`src/rtl/program_counter_core_if.sv`:
```
// Fetch-path bus for the program counter: next-address load request in,
// current and sequential-next address out.
interface program_counter_core_if #(
  parameter int D = 12
);
  logic         enable;
  logic [D-1:0] pc_in;
  logic [D-1:0] pc_out;
  logic [D-1:0] pc_added;

  // Drives the load request (next-PC mux / fetch control side).
  modport master (
    output enable,
    output pc_in,
    input  pc_out,
    input  pc_added
  );

  // The program counter itself.
  modport slave (
    input  enable,
    input  pc_in,
    output pc_out,
    output pc_added
  );
endinterface

```
`src/rtl/program_counter_core.sv`:
```
// Program counter: a single D-bit register loaded from pc_in when enabled,
// with a combinational sequential-next address (pc + 1, wrapping).
module program_counter_core #(
  parameter int           D         = 12,
  parameter logic [D-1:0] RESET_VAL = '0
) (
  input  logic                     clock,
  input  logic                     reset,   // asynchronous, active-low
  program_counter_core_if.slave    bus
);

  localparam logic [D-1:0] ONE = {{(D-1){1'b0}}, 1'b1};

  logic [D-1:0] pc_reg_q;
  logic [D-1:0] pc_reg_d;

  // Next-state select: load on enable, otherwise hold. An unknown enable
  // falls through the if to the hold branch, so X never reaches the register.
  always_comb begin
    pc_reg_d = pc_reg_q;
    if (bus.enable) begin
      pc_reg_d = bus.pc_in;
    end
  end

  // PC register; reset forces RESET_VAL immediately and overrides any load.
  always_ff @(posedge clock or negedge reset) begin
    if (!reset) begin
      pc_reg_q <= RESET_VAL;
    end else begin
      pc_reg_q <= pc_reg_d;
    end
  end

  assign bus.pc_out   = pc_reg_q;
  assign bus.pc_added = pc_reg_q + ONE;

endmodule

```
`src/flat_wrapper.sv`:
```
// flat-port wrapper written by rule: the top's interface ports become plain ports
module program_counter_core_flat 
#(
  parameter int           D         = 12,
  parameter logic [D-1:0] RESET_VAL = '0
)
  (clock, reset, bus_enable, bus_pc_in, bus_pc_out, bus_pc_added);
  program_counter_core_if #(.D(D)) bus_i ();
  input  logic clock;
  input  logic reset;
  input wire logic [$bits(bus_i.enable)-1:0] bus_enable;
  input wire logic [$bits(bus_i.pc_in)-1:0] bus_pc_in;
  output wire logic [$bits(bus_i.pc_out)-1:0] bus_pc_out;
  output wire logic [$bits(bus_i.pc_added)-1:0] bus_pc_added;
  assign bus_i.enable = bus_enable;
  assign bus_i.pc_in = bus_pc_in;
  assign bus_pc_out = bus_i.pc_out;
  assign bus_pc_added = bus_i.pc_added;
  program_counter_core #(.D(D), .RESET_VAL(RESET_VAL)) u_core (.clock(clock), .reset(reset), .bus(bus_i));
endmodule
```
`config.mk`:
```
export PLATFORM = sky130hd
export DESIGN_NAME = program_counter_core_flat
export DESIGN_NICKNAME = d
export VERILOG_FILES = /design/src/rtl/program_counter_core_if.sv /design/src/rtl/program_counter_core.sv /design/src/flat_wrapper.sv
export SDC_FILE = /design/constraint.sdc
export NUM_CORES = 1
export LEC_CHECK = 0
export BUFFER_PORTS_ARGS = -buffer_cell sky130_fd_sc_hd__buf_2
export CORE_MARGIN = 2
export CORE_UTILIZATION = 41
export CTS_CLUSTER_DIAMETER = 50
export DETAILED_ROUTE_END_ITERATION = 12
export PLACE_DENSITY = 0.75
export SLEW_MARGIN = 20
export SYNTH_ARGS = -nofsm -noshare
export SYNTH_HDL_FRONTEND = slang
export SYNTH_SLANG_ARGS = --single-unit
```
`constraint.sdc`:
```
create_clock -name clock -period 1.7 [get_ports clock]
set_clock_uncertainty 0.1 [all_clocks]
set_input_delay 0.34 -clock clock [delete_from_list [all_inputs] [get_ports clock]]
set_output_delay 0.34 -clock clock [all_outputs]
set_load 0.01 [all_outputs]
```
==> results of run 1 <==
==> stage by stage <==
stage	instance area (µm²)	hold slack (ps)
CTS	1020	186
floorplan	636	-55.6
global route	1130	198
global placement	875	128
finish	1130	190
detailed placement	875	134
==> per-layer routing <==
metal	vias up	share of wire, %
li1	311	-
met1	304	38
met2	24	55
met3	2	5.7
met4	0	1.2
met5	-	0
==> path summary, 6_finish.rpt <==
check                                        end  slack (ps)  depth (start not counted)
max                              bus_pc_added[7]        -160                          5
min reg2reg                u_core.bus.pc_out[11]         460                          1
min in group asynchronous   u_core.bus.pc_out[3]         390                          2
max reg2reg                 u_core.bus.pc_out[4]         420                          4
min                        u_core.bus.pc_out[10]         190                          3
max in group asynchronous   u_core.bus.pc_out[0]         870                          2
==> cell usage after synthesis <==
| master | instances | share of area [%] |
|---|---|---|
| nor2_1 | 3 | 1.8 |
| nand4_2 | 1 | 2.0 |
| inv_1 | 3 | 1.8 |
| o21ai_0 | 3 | 2.4 |
| nand2_1 | 6 | 3.5 |
| nand3_1 | 3 | 2.4 |
| nor3_1 | 3 | 2.4 |
| nor4_2 | 1 | 2.0 |
| ha_1 | 1 | 2.0 |
| mux2_2 | 9 | 16 |
| dfrtp_1 | 12 | 47 |
| buf_2 | 1 | 0.79 |
| nand3_2 | 1 | 1.6 |
| xor2_1 | 6 | 8.3 |
| xnor2_1 | 4 | 5.5 |
| clkbuf_1 | 1 | 0.59 |
==> cells by family after synthesis <==
family,after synthesis,synth area share [%]
AO/OA/AOI/OAI,3,2.36
XOR/XNOR,10,13.8
adder cells (fa/ha/maj),1,1.97
buffers and inverters,5,3.15
flip-flops,12,47.2
multiplexers,9,15.9
AND/OR/NAND/NOR,18,15.5
==> report_power, final <==
group	switching (mW)	internal, mW	total (mW)
Combinational	0.148	0.156	0.304
Sequential	0.0346	0.314	0.349
Clock	0.0864	0.0816	0.168
==> cell type report <==
cell class                 instances  area [µm²]
multi-input combinational         41         430
timing repair buffer              56         343
fill                             102         342
sequential                        12         303
clock buffer                       3        22.5
tap                               16        20.0
inverter                           3        11.3
==> critical path: stages, from the launching register on <==
cell     delay, ps
dfrtp_1        420
nand4_4        180
buf_4          200
nor2_4          90
xnor2_1        110
buf_2          140
==> timing repair <==
| item | in CTS | in global routing |
|---|---|---|
| endpoints found under the hold margin | 12 | 0 |
| hold buffers | 1 | 0 |
| pin swaps | 10 | 10 |
| gates resized for setup | 16 | 11 |
| setup buffers | 4 | 8 |
| setup endpoints to repair | 9 | 10 |
==> impl_metrics.prom, run 1 <==
# TYPE chip_impl_metric gauge
chip_impl_metric{name="clock_insertion_delay_worst_skew",unit="ps"} 260
chip_impl_metric{name="die_h",unit="µm"} 43.4
chip_impl_metric{name="grt_start_max_net_pins",unit=""} 16
chip_impl_metric{name="floorplan.initialDensity",unit="%"} 43.2
chip_impl_metric{name="via_count_of_the_first_global_routing_pass",unit=""} 647
chip_impl_metric{name="pin_count",unit=""} 39
chip_impl_metric{name="htree_num_levels",unit=""} 1
chip_impl_metric{name="clock_sink_count",unit=""} 12
chip_impl_metric{name="critical_path.max_fanout",unit=""} 5
chip_impl_metric{name="grt-ovfl-total",unit=""} 0
chip_impl_metric{name="design_power_total",unit="µW"} 821
chip_impl_metric{name="final_critical_path_setup_slack",unit="ps"} -158
chip_impl_metric{name="post-route-util",unit="%"} 76.8
chip_impl_info{name="holdCritStartpoint",value="bus_pc_in[10]"} 1
chip_impl_metric{name="power.ir.vdd_worst",unit="mV"} 0.472
chip_impl_metric{name="cellPowerDensity",unit="nW/µm²"} 727
chip_impl_metric{name="antenna_left",unit=""} 0
chip_impl_info{name="violations",value="setup timing"} 1
chip_impl_info{name="hp-class",value="input port to flop"} 1
chip_impl_metric{name="worst_slew_pin_slew",unit="ps"} 299
chip_impl_metric{name="report.final.setup_viol",unit=""} 10
chip_impl_metric{name="fin_setup_tns",unit="ps"} -1190
chip_impl_metric{name="clock_buffer_depth",unit=""} 2
chip_impl_metric{name="design.die.area",unit="µm²"} 1880
chip_impl_metric{name="antennaDiodeCount",unit=""} 0
chip_impl_metric{name="layout_worst_path_cycle_share",unit="%"} 109
chip_impl_metric{name="m3_gr_usage",unit="%"} 2.92
chip_impl_info{name="criticalPathCategory",value="flop to output pin"} 1
chip_impl_metric{name="grt_use_met1",unit="%"} 22.1
chip_impl_metric{name="cts.clk_slew.worst_paths",unit="ps"} 80
chip_impl_info{name="mostFrequentLayoutCell",value="buf_2"} 1
chip_impl_info{name="root_buffer",value="clkbuf_4"} 1
chip_impl_info{name="run_status",value="complete, but fails checks"} 1
chip_impl_metric{name="syn2layout_area_growth",unit="%"} 77.8
chip_impl_metric{name="fin_nets",unit=""} 133
chip_impl_info{name="grt_busiest_layer",value="met2"} 1
chip_impl_metric{name="ys_warn_count",unit=""} 0
chip_impl_metric{name="cts_made_buffers",unit=""} 3
chip_impl_metric{name="number_of_unique_standard_cell_types_used_by_synthesis",unit=""} 16
chip_impl_metric{name="drt_pre_antenna_iters",unit=""} 4
chip_impl_metric{name="total_routing_resource_utilization_after_global_routing",unit="%"} 19.0
chip_impl_metric{name="pins_over_their_slew_limit",unit=""} 0
chip_impl_metric{name="max_cap_violation_count",unit=""} 0
chip_impl_info{name="worst_setup_path_end_kind",value="output pin"} 1
chip_impl_metric{name="row_count",unit=""} 14
chip_impl_info{name="rsz0062_at_grt",value="yes"} 1
chip_impl_metric{name="global_route_wire_length_before_repair",unit="µm"} 2680
chip_impl_metric{name="globalplace.congestion",unit=""} 0.808
chip_impl_info{name="worst_setup_path_startpoint",value="u_core.bus.pc_out[3]"} 1
chip_impl_metric{name="layout-drive-gt1-share",unit="%"} 73.0
chip_impl_metric{name="timing.fmax",unit="MHz"} 538
chip_impl_metric{name="relSlewSlack",unit="%"} 80.1
chip_impl_metric{name="vias",unit=""} 641
chip_impl_metric{name="synth_sequential_area_ratio",unit="%"} 47.2
chip_impl_metric{name="syn_area_per_cell",unit="µm²"} 11.0
chip_impl_metric{name="final_cells",unit=""} 131
chip_impl_metric{name="numPlacedInstances",unit=""} 115
chip_impl_metric{name="power.leakage",unit="nW"} 0.571
chip_impl_metric{name="period_minus_slack",unit="ps"} 1860
chip_impl_metric{name="mappedNetlistArea",unit="µm²"} 636
chip_impl_metric{name="antenna_found_initial",unit=""} 0
chip_impl_info{name="worstReg2RegStart",value="u_core.bus.pc_out[4]"} 1
chip_impl_info{name="commonest_cells_after_routing_fill_and_taps_aside",value="buf_2, buf_4, dfrtp_1, mux2_2, xor2_1"} 1
chip_impl_metric{name="drt-initial-drc-count",unit=""} 7
chip_impl_metric{name="drc_errors",unit=""} 0
chip_impl_metric{name="post_synth_inst_count",unit=""} 58
chip_impl_metric{name="core_area",unit="µm²"} 1470
chip_impl_info{name="cts_tree",value="done"} 1
chip_impl_metric{name="place.detailed.hpwl",unit="µm"} 1130
chip_impl_metric{name="dieWidth",unit="µm"} 43.4
chip_impl_metric{name="drt-total-wl",unit="µm"} 1820
chip_impl_metric{name="port_buffers",unit=""} 38
chip_impl_metric{name="gr-usage-met2",unit="%"} 35.2
chip_impl_metric{name="place_ws",unit="ps"} 74.8
chip_impl_metric{name="timing.final.hold_violations",unit=""} 0
chip_impl_metric{name="ys_ff_latch",unit=""} 12
chip_impl_metric{name="route.detailed.wl_per_inst",unit="µm"} 13.9
chip_impl_metric{name="largest_register_ff_count",unit=""} 12
chip_impl_info{name="critical_path.startpoint_type",value="flop"} 1
chip_impl_metric{name="arrival",unit="ps"} 1420
chip_impl_metric{name="avg_vias_per_cell",unit=""} 4.89
chip_impl_metric{name="mappedNetlistNets",unit=""} 74
chip_impl_metric{name="timing.critical_path.required",unit="ps"} 1260
No activity file was read; power rests on OpenSTA's default activity.
==> run 2, diff against run 1 <==
--- a/config.mk
+++ b/config.mk
@@ -5,9 +5,10 @@
 export SDC_FILE = /design/constraint.sdc
 export NUM_CORES = 1
 export LEC_CHECK = 0
+export ABC_AREA = 1
 export BUFFER_PORTS_ARGS = -buffer_cell sky130_fd_sc_hd__buf_2
 export CORE_MARGIN = 2
-export CORE_UTILIZATION = 41
+export CORE_UTILIZATION = 42
 export CTS_CLUSTER_DIAMETER = 50
 export DETAILED_ROUTE_END_ITERATION = 12
 export PLACE_DENSITY = 0.75
==> run 2 against run 1 <==
The run still ends with setup timing left. Via count increased by 17%. First-iteration DRC count increased by 29%. Sequential share of layout area increased by 2.4 points. Critical path depth increased by 2. Core utilization decreased by 8.0 points. Routed wire length increased by 0.38%. Maximum frequency increased by 1.7%. Highest routed layer unchanged.
==> impl_metrics.prom, run 2 <==
# TYPE chip_impl_metric gauge
chip_impl_info{name="synth_most_common_cell",value="nand2_1"} 1
chip_impl_metric{name="pins_over_their_slew_limit",unit=""} 0
chip_impl_metric{name="cts.clk_slew.worst_paths",unit="ps"} 80
chip_impl_metric{name="drt-total-wl",unit="µm"} 1830
chip_impl_metric{name="total_routing_resource_utilization_after_global_routing",unit="%"} 20.7
chip_impl_info{name="cpMostUsedCell",value="nand2_1"} 1
chip_impl_metric{name="arrival",unit="ps"} 1390
chip_impl_metric{name="antennaDiodeCount",unit=""} 0
chip_impl_metric{name="synthXorXnorAreaFrac",unit="%"} 7.78
chip_impl_metric{name="core_area",unit="µm²"} 1510
chip_impl_metric{name="report.final.setup_viol",unit=""} 9
chip_impl_metric{name="ys_ff_latch",unit=""} 12
chip_impl_info{name="synth_ff_type",value="dfrtp_1"} 1
chip_impl_metric{name="pin_count",unit=""} 39
chip_impl_info{name="worst_setup_path_end_kind",value="output pin"} 1
chip_impl_metric{name="htree_num_levels",unit=""} 1
chip_impl_metric{name="global_route_wire_length_before_repair",unit="µm"} 2880
chip_impl_metric{name="numPlacedInstances",unit=""} 137
chip_impl_metric{name="vias",unit=""} 747
chip_impl_metric{name="design_power_total",unit="µW"} 780
chip_impl_metric{name="post_synth_inst_count",unit=""} 84
chip_impl_info{name="violations",value="setup timing"} 1
chip_impl_metric{name="sw_frac_of_total",unit="%"} 34.3
chip_impl_metric{name="clock_insertion_delay_worst_skew",unit="ps"} 280
chip_impl_metric{name="antenna_left",unit=""} 0
chip_impl_metric{name="row_count",unit=""} 14
chip_impl_metric{name="cellPowerDensity",unit="nW/µm²"} 753
chip_impl_metric{name="cts_made_buffers",unit=""} 3
chip_impl_metric{name="crit_path_max_incr_delay",unit="ps"} 360
chip_impl_metric{name="critical_path_buf_inv_count",unit=""} 1
chip_impl_metric{name="via_count_of_the_first_global_routing_pass",unit=""} 668
chip_impl_metric{name="period_minus_slack",unit="ps"} 1830
chip_impl_info{name="run_status",value="complete, but fails checks"} 1
chip_impl_info{name="ys_top_cells_by_count",value="nand2_1, dfrtp_1, inv_1, o21ai_0, xor2_1"} 1
chip_impl_info{name="library_cell_contributing_the_largest_single_delay_on_the_critical_path",value="dfrtp_1"} 1
chip_impl_metric{name="clockPowerShare",unit="%"} 23.4
chip_impl_metric{name="fin_nets",unit=""} 152
chip_impl_info{name="top_post_synthesis_cells_by_area",value="dfrtp_1, nand2_1, xor2_1"} 1
chip_impl_metric{name="mappedNetlistArea",unit="µm²"} 676
chip_impl_info{name="cts_tree",value="done"} 1
chip_impl_info{name="commonest_cells_after_routing_fill_and_taps_aside",value="buf_2, nand2_1, dfrtp_1, buf_4, o21ai_0"} 1
chip_impl_info{name="root_buffer",value="clkbuf_4"} 1
chip_impl_info{name="critical_path.startpoint_type",value="flop"} 1
chip_impl_metric{name="drc_errors",unit=""} 0
chip_impl_metric{name="die_h",unit="µm"} 44.1
chip_impl_metric{name="seq_power_share",unit="%"} 44.0
chip_impl_info{name="dominant_combinational_cell_family_by_area_after_synthesis",value="simple AND/OR/NAND/NOR gates"} 1
chip_impl_metric{name="largest_register_ff_count",unit=""} 12
chip_impl_info{name="crit_family",value="simple AND/OR/NAND/NOR gates"} 1
chip_impl_metric{name="timing.final.hold_violations",unit=""} 0
chip_impl_metric{name="synth_simple_gate_area_share",unit="%"} 27.0
chip_impl_metric{name="fill_count",unit=""} 124
chip_impl_metric{name="synth_fa_ha_area_share",unit="%"} 1.85
chip_impl_metric{name="regArea",unit="µm²"} 303
chip_impl_metric{name="worst_slew_pin_slew",unit="ps"} 286
chip_impl_metric{name="synth_compound_area_share",unit="%"} 5.93
chip_impl_metric{name="place.detailed.hpwl",unit="µm"} 1200
chip_impl_metric{name="combined_area_of_the_multi_input_logic_cells",unit="µm²"} 378
chip_impl_metric{name="clock_sink_count",unit=""} 12
chip_impl_metric{name="number_of_unique_standard_cell_types_used_by_synthesis",unit=""} 15
chip_impl_info{name="criticalPathCategory",value="flop to output pin"} 1
chip_impl_metric{name="synth_async_sr_flop_share",unit="%"} 100
chip_impl_metric{name="dieWidth",unit="µm"} 44.1
chip_impl_metric{name="clock_buffer_depth",unit=""} 2
chip_impl_metric{name="layout-drive-gt1-share",unit="%"} 50.0
chip_impl_metric{name="floorplan.initialDensity",unit="%"} 44.9
chip_impl_metric{name="layout_worst_path_cycle_share",unit="%"} 108
chip_impl_metric{name="port_buffers",unit=""} 38
chip_impl_info{name="rsz0062_at_grt",value="yes"} 1
chip_impl_metric{name="timing.critical_path.required",unit="ps"} 1260
chip_impl_metric{name="drt_pre_antenna_iters",unit=""} 4
chip_impl_metric{name="syn2layout_area_growth",unit="%"} 53.3
chip_impl_metric{name="power.leakage",unit="nW"} 0.540
chip_impl_metric{name="comb_power_share",unit="%"} 32.6
chip_impl_metric{name="max_cap_violation_count",unit=""} 0
chip_impl_metric{name="switchingPower",unit="µW"} 267
chip_impl_metric{name="cell_internal_pwr",unit="µW"} 513
chip_impl_info{name="critical_path_cell_by_cell",value="ha_2, nand3_4, nor2_4, nand2_1, nand2_1, nand2_1, buf_2"} 1
chip_impl_metric{name="final_cells",unit=""} 150
chip_impl_metric{name="ys_warn_count",unit=""} 0
chip_impl_metric{name="avg_vias_per_cell",unit=""} 4.98
chip_impl_info{name="synth.largest_area_cell",value="dfrtp_1"} 1
chip_impl_metric{name="critical_path.max_fanout",unit=""} 5
chip_impl_metric{name="relSlewSlack",unit="%"} 81.0
chip_impl_metric{name="grt_start_max_net_pins",unit=""} 13
chip_impl_metric{name="design.die.area",unit="µm²"} 1950
chip_impl_info{name="hp-class",value="input port to flop"} 1
chip_impl_metric{name="timing.fmax",unit="MHz"} 547
chip_impl_metric{name="synth_sequential_area_ratio",unit="%"} 44.4
chip_impl_metric{name="globalplace.congestion",unit=""} 0.776
chip_impl_metric{name="synth_enable_flop_cells",unit=""} 0
chip_impl_metric{name="syn_area_per_cell",unit="µm²"} 8.04
chip_impl_metric{name="final_critical_path_setup_slack",unit="ps"} -128
chip_impl_metric{name="synth_largest_type_area_fraction",unit="%"} 44.4
chip_impl_metric{name="muxShareOfSynthArea",unit="%"} 6.67
chip_impl_metric{name="drt-initial-drc-count",unit=""} 9
chip_impl_info{name="mostFrequentLayoutCell",value="buf_2"} 1
chip_impl_metric{name="mappedNetlistNets",unit=""} 100
chip_impl_metric{name="grt-ovfl-total",unit=""} 0
chip_impl_metric{name="power.ir.vdd_worst",unit="mV"} 0.377
chip_impl_metric{name="antenna_found_initial",unit=""} 0
chip_impl_metric{name="route.detailed.wl_per_inst",unit="µm"} 12.2
[run 2: cell count changes in the layout (fill, tap and decap cells not counted), sizes merged, moves of 5 or more]
cell / previous run / this run
buf: 55 / 48
inv: 3 / 9
mux2: 9 / 4
nand2: 6 / 28
o21ai: 3 / 8
[run 2: what timing repair did]
item                       in CTS  in global routing
hold buffers                    1                  0
setup buffers                   8                  1
hold endpoints to repair       12                  0
setup endpoints to repair       8                 10
resized for setup               8                  7
pin swaps                       3                  3
[run 2: routing by layer]
layer | routed length (µm) | up-vias | global-route usage (%)
li1 | - | 368 | -
met1 | 731 | 348 | 23.2
met2 | 926 | 23 | 34.7
met3 | 89 | 8 | 5.71
met4 | 77 | 0 | 12.7
met5 | 0 | - | 0
[run 2: kinds of logic after synthesis]
group | Yosys count
AND/OR/NAND/NOR | 42
flip-flops | 12
buffers and inverters | 11
AO/OA/AOI/OAI | 8
XOR/XNOR | 6
multiplexers | 4
adder cells (fa/ha/maj) | 1
[run 2: per-stage QoR]
step                      util, %  setup TNS [ps]  area (µm²)  hold slack (ps)  setup WS (ps)
after detailed placement     58.7               0         885              132           84.4
after CTS                    66.4            -734        1000              162           -130
after global routing         68.8           -1330        1040              174           -207
after global placement       58.7               0         885              130            129
after floorplan                 -               0         676            -55.6            131
final                        68.8            -667        1040              164           -128
[run 2: worst register-to-register path, cell delays in order (launching register included)]
cell and delay (ps):
dfrtp_1 410, buf_4 160, mux2_2 260
[run 2: power by group through the flow]
stage               logic (mW)  registers [mW]  clock network (mW)
global route             0.282           0.347               0.196
finish                   0.255           0.343               0.182
floorplan               0.0952           0.358                   0
global placement         0.196           0.349                   0
detailed placement       0.200           0.350                   0
CTS                      0.241           0.340               0.184
[run 2: final timing paths]
path	slack [ps]	endpoint	cells after the start	start
max in group asynchronous	900	u_core.bus.pc_out[3]	2	reset
worst max-delay path	-130	bus_pc_added[10]	7	u_core.bus.pc_out[0]
worst min register to register	470	u_core.bus.pc_out[11]	2	u_core.bus.pc_out[11]
worst min-delay path	160	u_core.bus.pc_out[3]	3	bus_pc_in[3]
min in group asynchronous	360	u_core.bus.pc_out[0]	2	reset
worst max register to register	660	u_core.bus.pc_out[5]	2	u_core.bus.pc_out[5]
[run 2: layout make-up]
class	count	share of cell area, %
multi-input cells	61	36.5
flip-flops and latches	12	29.2
repair buffers	49	26.9
inverters	9	3.26
clock buffers	3	2.17
well taps	16	1.93
==> run 3, diff against run 2 <==
--- a/config.mk
+++ b/config.mk
@@ -11,7 +11,7 @@
 export CORE_UTILIZATION = 42
 export CTS_CLUSTER_DIAMETER = 50
 export DETAILED_ROUTE_END_ITERATION = 12
-export PLACE_DENSITY = 0.75
+export PLACE_DENSITY = 0.88
 export SLEW_MARGIN = 20
 export SYNTH_ARGS = -nofsm -noshare
 export SYNTH_HDL_FRONTEND = slang
==> run 3 against run 2 <==
Largest power group unchanged. Non-clock buffer count decreased by 5. The run still ends with setup timing left. Critical endpoint unchanged. Sequential share of layout area increased by 1.1 points. Die area unchanged.
==> impl_metrics.prom, run 3 (synthesis results as in run 2) <==
# TYPE chip_impl_metric gauge
chip_impl_metric{name="rr_worst_depth",unit=""} 2
chip_impl_info{name="root_buffer",value="clkbuf_4"} 1
chip_impl_metric{name="design.die.area",unit="µm²"} 1950
chip_impl_info{name="hp-class",value="input port to flop"} 1
chip_impl_metric{name="antennaDiodeCount",unit=""} 0
chip_impl_metric{name="worst_slew_pin_slew",unit="ps"} 321
chip_impl_metric{name="power.leakage",unit="nW"} 0.517
chip_impl_metric{name="max_cap_violation_count",unit=""} 0
chip_impl_info{name="run_status",value="complete, but fails checks"} 1
chip_impl_metric{name="largest_register_ff_count",unit=""} 12
chip_impl_metric{name="pins_over_their_slew_limit",unit=""} 0
chip_impl_metric{name="relSlewSlack",unit="%"} 78.6
chip_impl_info{name="mostFrequentLayoutCell",value="buf_2"} 1
chip_impl_metric{name="via_count_of_the_first_global_routing_pass",unit=""} 695
chip_impl_info{name="critical_path.startpoint_type",value="flop"} 1
chip_impl_metric{name="clock_insertion_delay_worst_skew",unit="ps"} 270
chip_impl_metric{name="fill_count",unit=""} 137
chip_impl_metric{name="syn2layout_area_growth",unit="%"} 47.6
chip_impl_metric{name="floorplan.initialDensity",unit="%"} 44.9
chip_impl_metric{name="cts.clk_slew.worst_paths",unit="ps"} 70
chip_impl_info{name="crit_family",value="simple AND/OR/NAND/NOR gates"} 1
chip_impl_metric{name="avg_vias_per_cell",unit=""} 5.24
chip_impl_metric{name="clock_sink_count",unit=""} 12
chip_impl_metric{name="drc_errors",unit=""} 0
chip_impl_metric{name="grt_start_max_net_pins",unit=""} 21
chip_impl_metric{name="critical_path_buf_inv_count",unit=""} 1
chip_impl_metric{name="drt-initial-drc-count",unit=""} 20
chip_impl_metric{name="arrival",unit="ps"} 1400
chip_impl_metric{name="reg2reg_slack",unit="ps"} 670
chip_impl_metric{name="layout_worst_path_cycle_share",unit="%"} 108
chip_impl_info{name="violations",value="setup timing"} 1
chip_impl_info{name="worst_setup_path_end_kind",value="output pin"} 1
chip_impl_metric{name="post-route-util",unit="%"} 66.2
chip_impl_metric{name="power.ir.vdd_worst",unit="mV"} 0.502
chip_impl_metric{name="row_count",unit=""} 14
chip_impl_metric{name="timing.fmax",unit="MHz"} 542
chip_impl_info{name="criticalPathCategory",value="flop to output pin"} 1
chip_impl_info{name="worstReg2RegStart",value="u_core.bus.pc_out[1]"} 1
chip_impl_info{name="rsz0062_at_grt",value="yes"} 1
chip_impl_metric{name="timing.final.hold_violations",unit=""} 0
chip_impl_metric{name="period_minus_slack",unit="ps"} 1840
chip_impl_metric{name="crit_path_max_incr_delay",unit="ps"} 370
chip_impl_metric{name="pin_count",unit=""} 39
chip_impl_metric{name="clock_buffer_depth",unit=""} 2
chip_impl_metric{name="die_h",unit="µm"} 44.1
chip_impl_metric{name="globalplace.congestion",unit=""} 0.859
chip_impl_metric{name="drt_pre_antenna_iters",unit=""} 4
chip_impl_metric{name="antenna_left",unit=""} 0
chip_impl_info{name="library_cell_contributing_the_largest_single_delay_on_the_critical_path",value="dfrtp_1"} 1
chip_impl_metric{name="layout-drive-gt1-share",unit="%"} 48.8
chip_impl_metric{name="report.final.setup_viol",unit=""} 9
chip_impl_metric{name="vias",unit=""} 760
chip_impl_metric{name="htree_num_levels",unit=""} 1
chip_impl_metric{name="final_critical_path_setup_slack",unit="ps"} -144
chip_impl_metric{name="place.detailed.hpwl",unit="µm"} 1310
chip_impl_metric{name="dieWidth",unit="µm"} 44.1
chip_impl_info{name="cts_tree",value="done"} 1
chip_impl_info{name="cpMostUsedCell",value="nand2_1"} 1
chip_impl_info{name="worst_hold_path.endpoint",value="u_core.bus.pc_out[0]"} 1
chip_impl_metric{name="total_routing_resource_utilization_after_global_routing",unit="%"} 22.0
chip_impl_metric{name="timing.hold.worst_path_depth",unit=""} 3
chip_impl_metric{name="core_area",unit="µm²"} 1510
chip_impl_metric{name="port_buffers",unit=""} 38
chip_impl_metric{name="drt-total-wl",unit="µm"} 1980
chip_impl_metric{name="global_route_wire_length_before_repair",unit="µm"} 3020
chip_impl_metric{name="numPlacedInstances",unit=""} 137
chip_impl_info{name="critical_path_cell_by_cell",value="ha_2, nand3_4, nor2_4, nand2_1, nand2_1, nand2_1, buf_2"} 1
chip_impl_info{name="destination_of_the_worst_register_to_register_timing_path",value="u_core.bus.pc_out[1]"} 1
chip_impl_metric{name="route.detailed.wl_per_inst",unit="µm"} 13.6
chip_impl_metric{name="final_cells",unit=""} 145
chip_impl_metric{name="cellPowerDensity",unit="nW/µm²"} 765
chip_impl_metric{name="grt-ovfl-total",unit=""} 0
chip_impl_info{name="holdCritStartpoint",value="bus_pc_in[0]"} 1
chip_impl_info{name="commonest_cells_after_routing_fill_and_taps_aside",value="buf_2, nand2_1, dfrtp_1, o21ai_0, inv_1"} 1
chip_impl_metric{name="cts_made_buffers",unit=""} 3
chip_impl_metric{name="timing.critical_path.required",unit="ps"} 1260
chip_impl_metric{name="critical_path.max_fanout",unit=""} 5
chip_impl_metric{name="antenna_found_initial",unit=""} 0
chip_impl_metric{name="fin_nets",unit=""} 147
chip_impl_info{name="worst_setup_path_startpoint",value="u_core.bus.pc_out[1]"} 1
run 3: changes by cell type in the layout (fill, tap and decap cells not counted):
cell    previous run  this run
buf_4              9         5
nor2_2             0         1
buf_6              1         0
nor2_4             4         3
xor2_1             6         5
xor2_2             0         1
run 3: area by class of cell:
| type | instances | area [µm²] | share of cell area [%] |
|---|---|---|---|
| well taps | 16 | 20.0 | 2.01 |
| clock buffers | 3 | 22.5 | 2.26 |
| repair buffers | 44 | 238 | 23.8 |
| flip-flops and latches | 12 | 303 | 30.4 |
| inverters | 9 | 33.8 | 3.39 |
| multi-input cells | 61 | 380 | 38.1 |
run 3: report_power, final:
part / internal, mW / leakage, nW / total, mW / switching, mW
clock network: 0.0819 / 0.0138 / 0.171 / 0.0891
registers: 0.313 / 0.142 / 0.348 / 0.0348
logic: 0.106 / 0.361 / 0.244 / 0.138
run 3: worst reg2reg max path: stages, from the launching register on:
cell and delay, ps:
dfrtp_1 400, buf_4 160, mux2_2 260
run 3: metal layers:
layer	track usage (%)	wire, µm	vias to the layer above
met5	0	0	-
met4	19.4	123	0
met3	2.86	124	12
met2	38.2	989	42
met1	22.9	738	352
li1	-	-	354
run 3: how the worst max path moves through the flow:
stage / endpoint / cells after the start
after floorplan: bus_pc_added[6] / 4
after global placement: bus_pc_added[10] / 7
after detailed placement: bus_pc_added[10] / 7
after CTS: bus_pc_added[10] / 7
after global routing: bus_pc_added[10] / 7
final: bus_pc_added[10] / 7
run 3: repair_timing:
action | CTS | global route
hold buffers | 1 | 0
gates resized for setup | 12 | 2
setup buffers | 3 | 1
pin swaps | 2 | 3
endpoints found under the hold margin | 12 | 0
setup endpoints to repair | 9 | 10
run 3: per-stage QoR:
stage	power [mW]	setup WS, ps	hold slack [ps]	area (µm²)	setup TNS (ps)
after floorplan	0.453	131	-55.6	676	0
after global placement	0.544	144	127	885	0
after detailed placement	0.555	101	137	885	0
after CTS	0.753	-124	179	982	-565
after global routing	0.810	-225	173	997	-1440
final	0.763	-144	180	997	-742
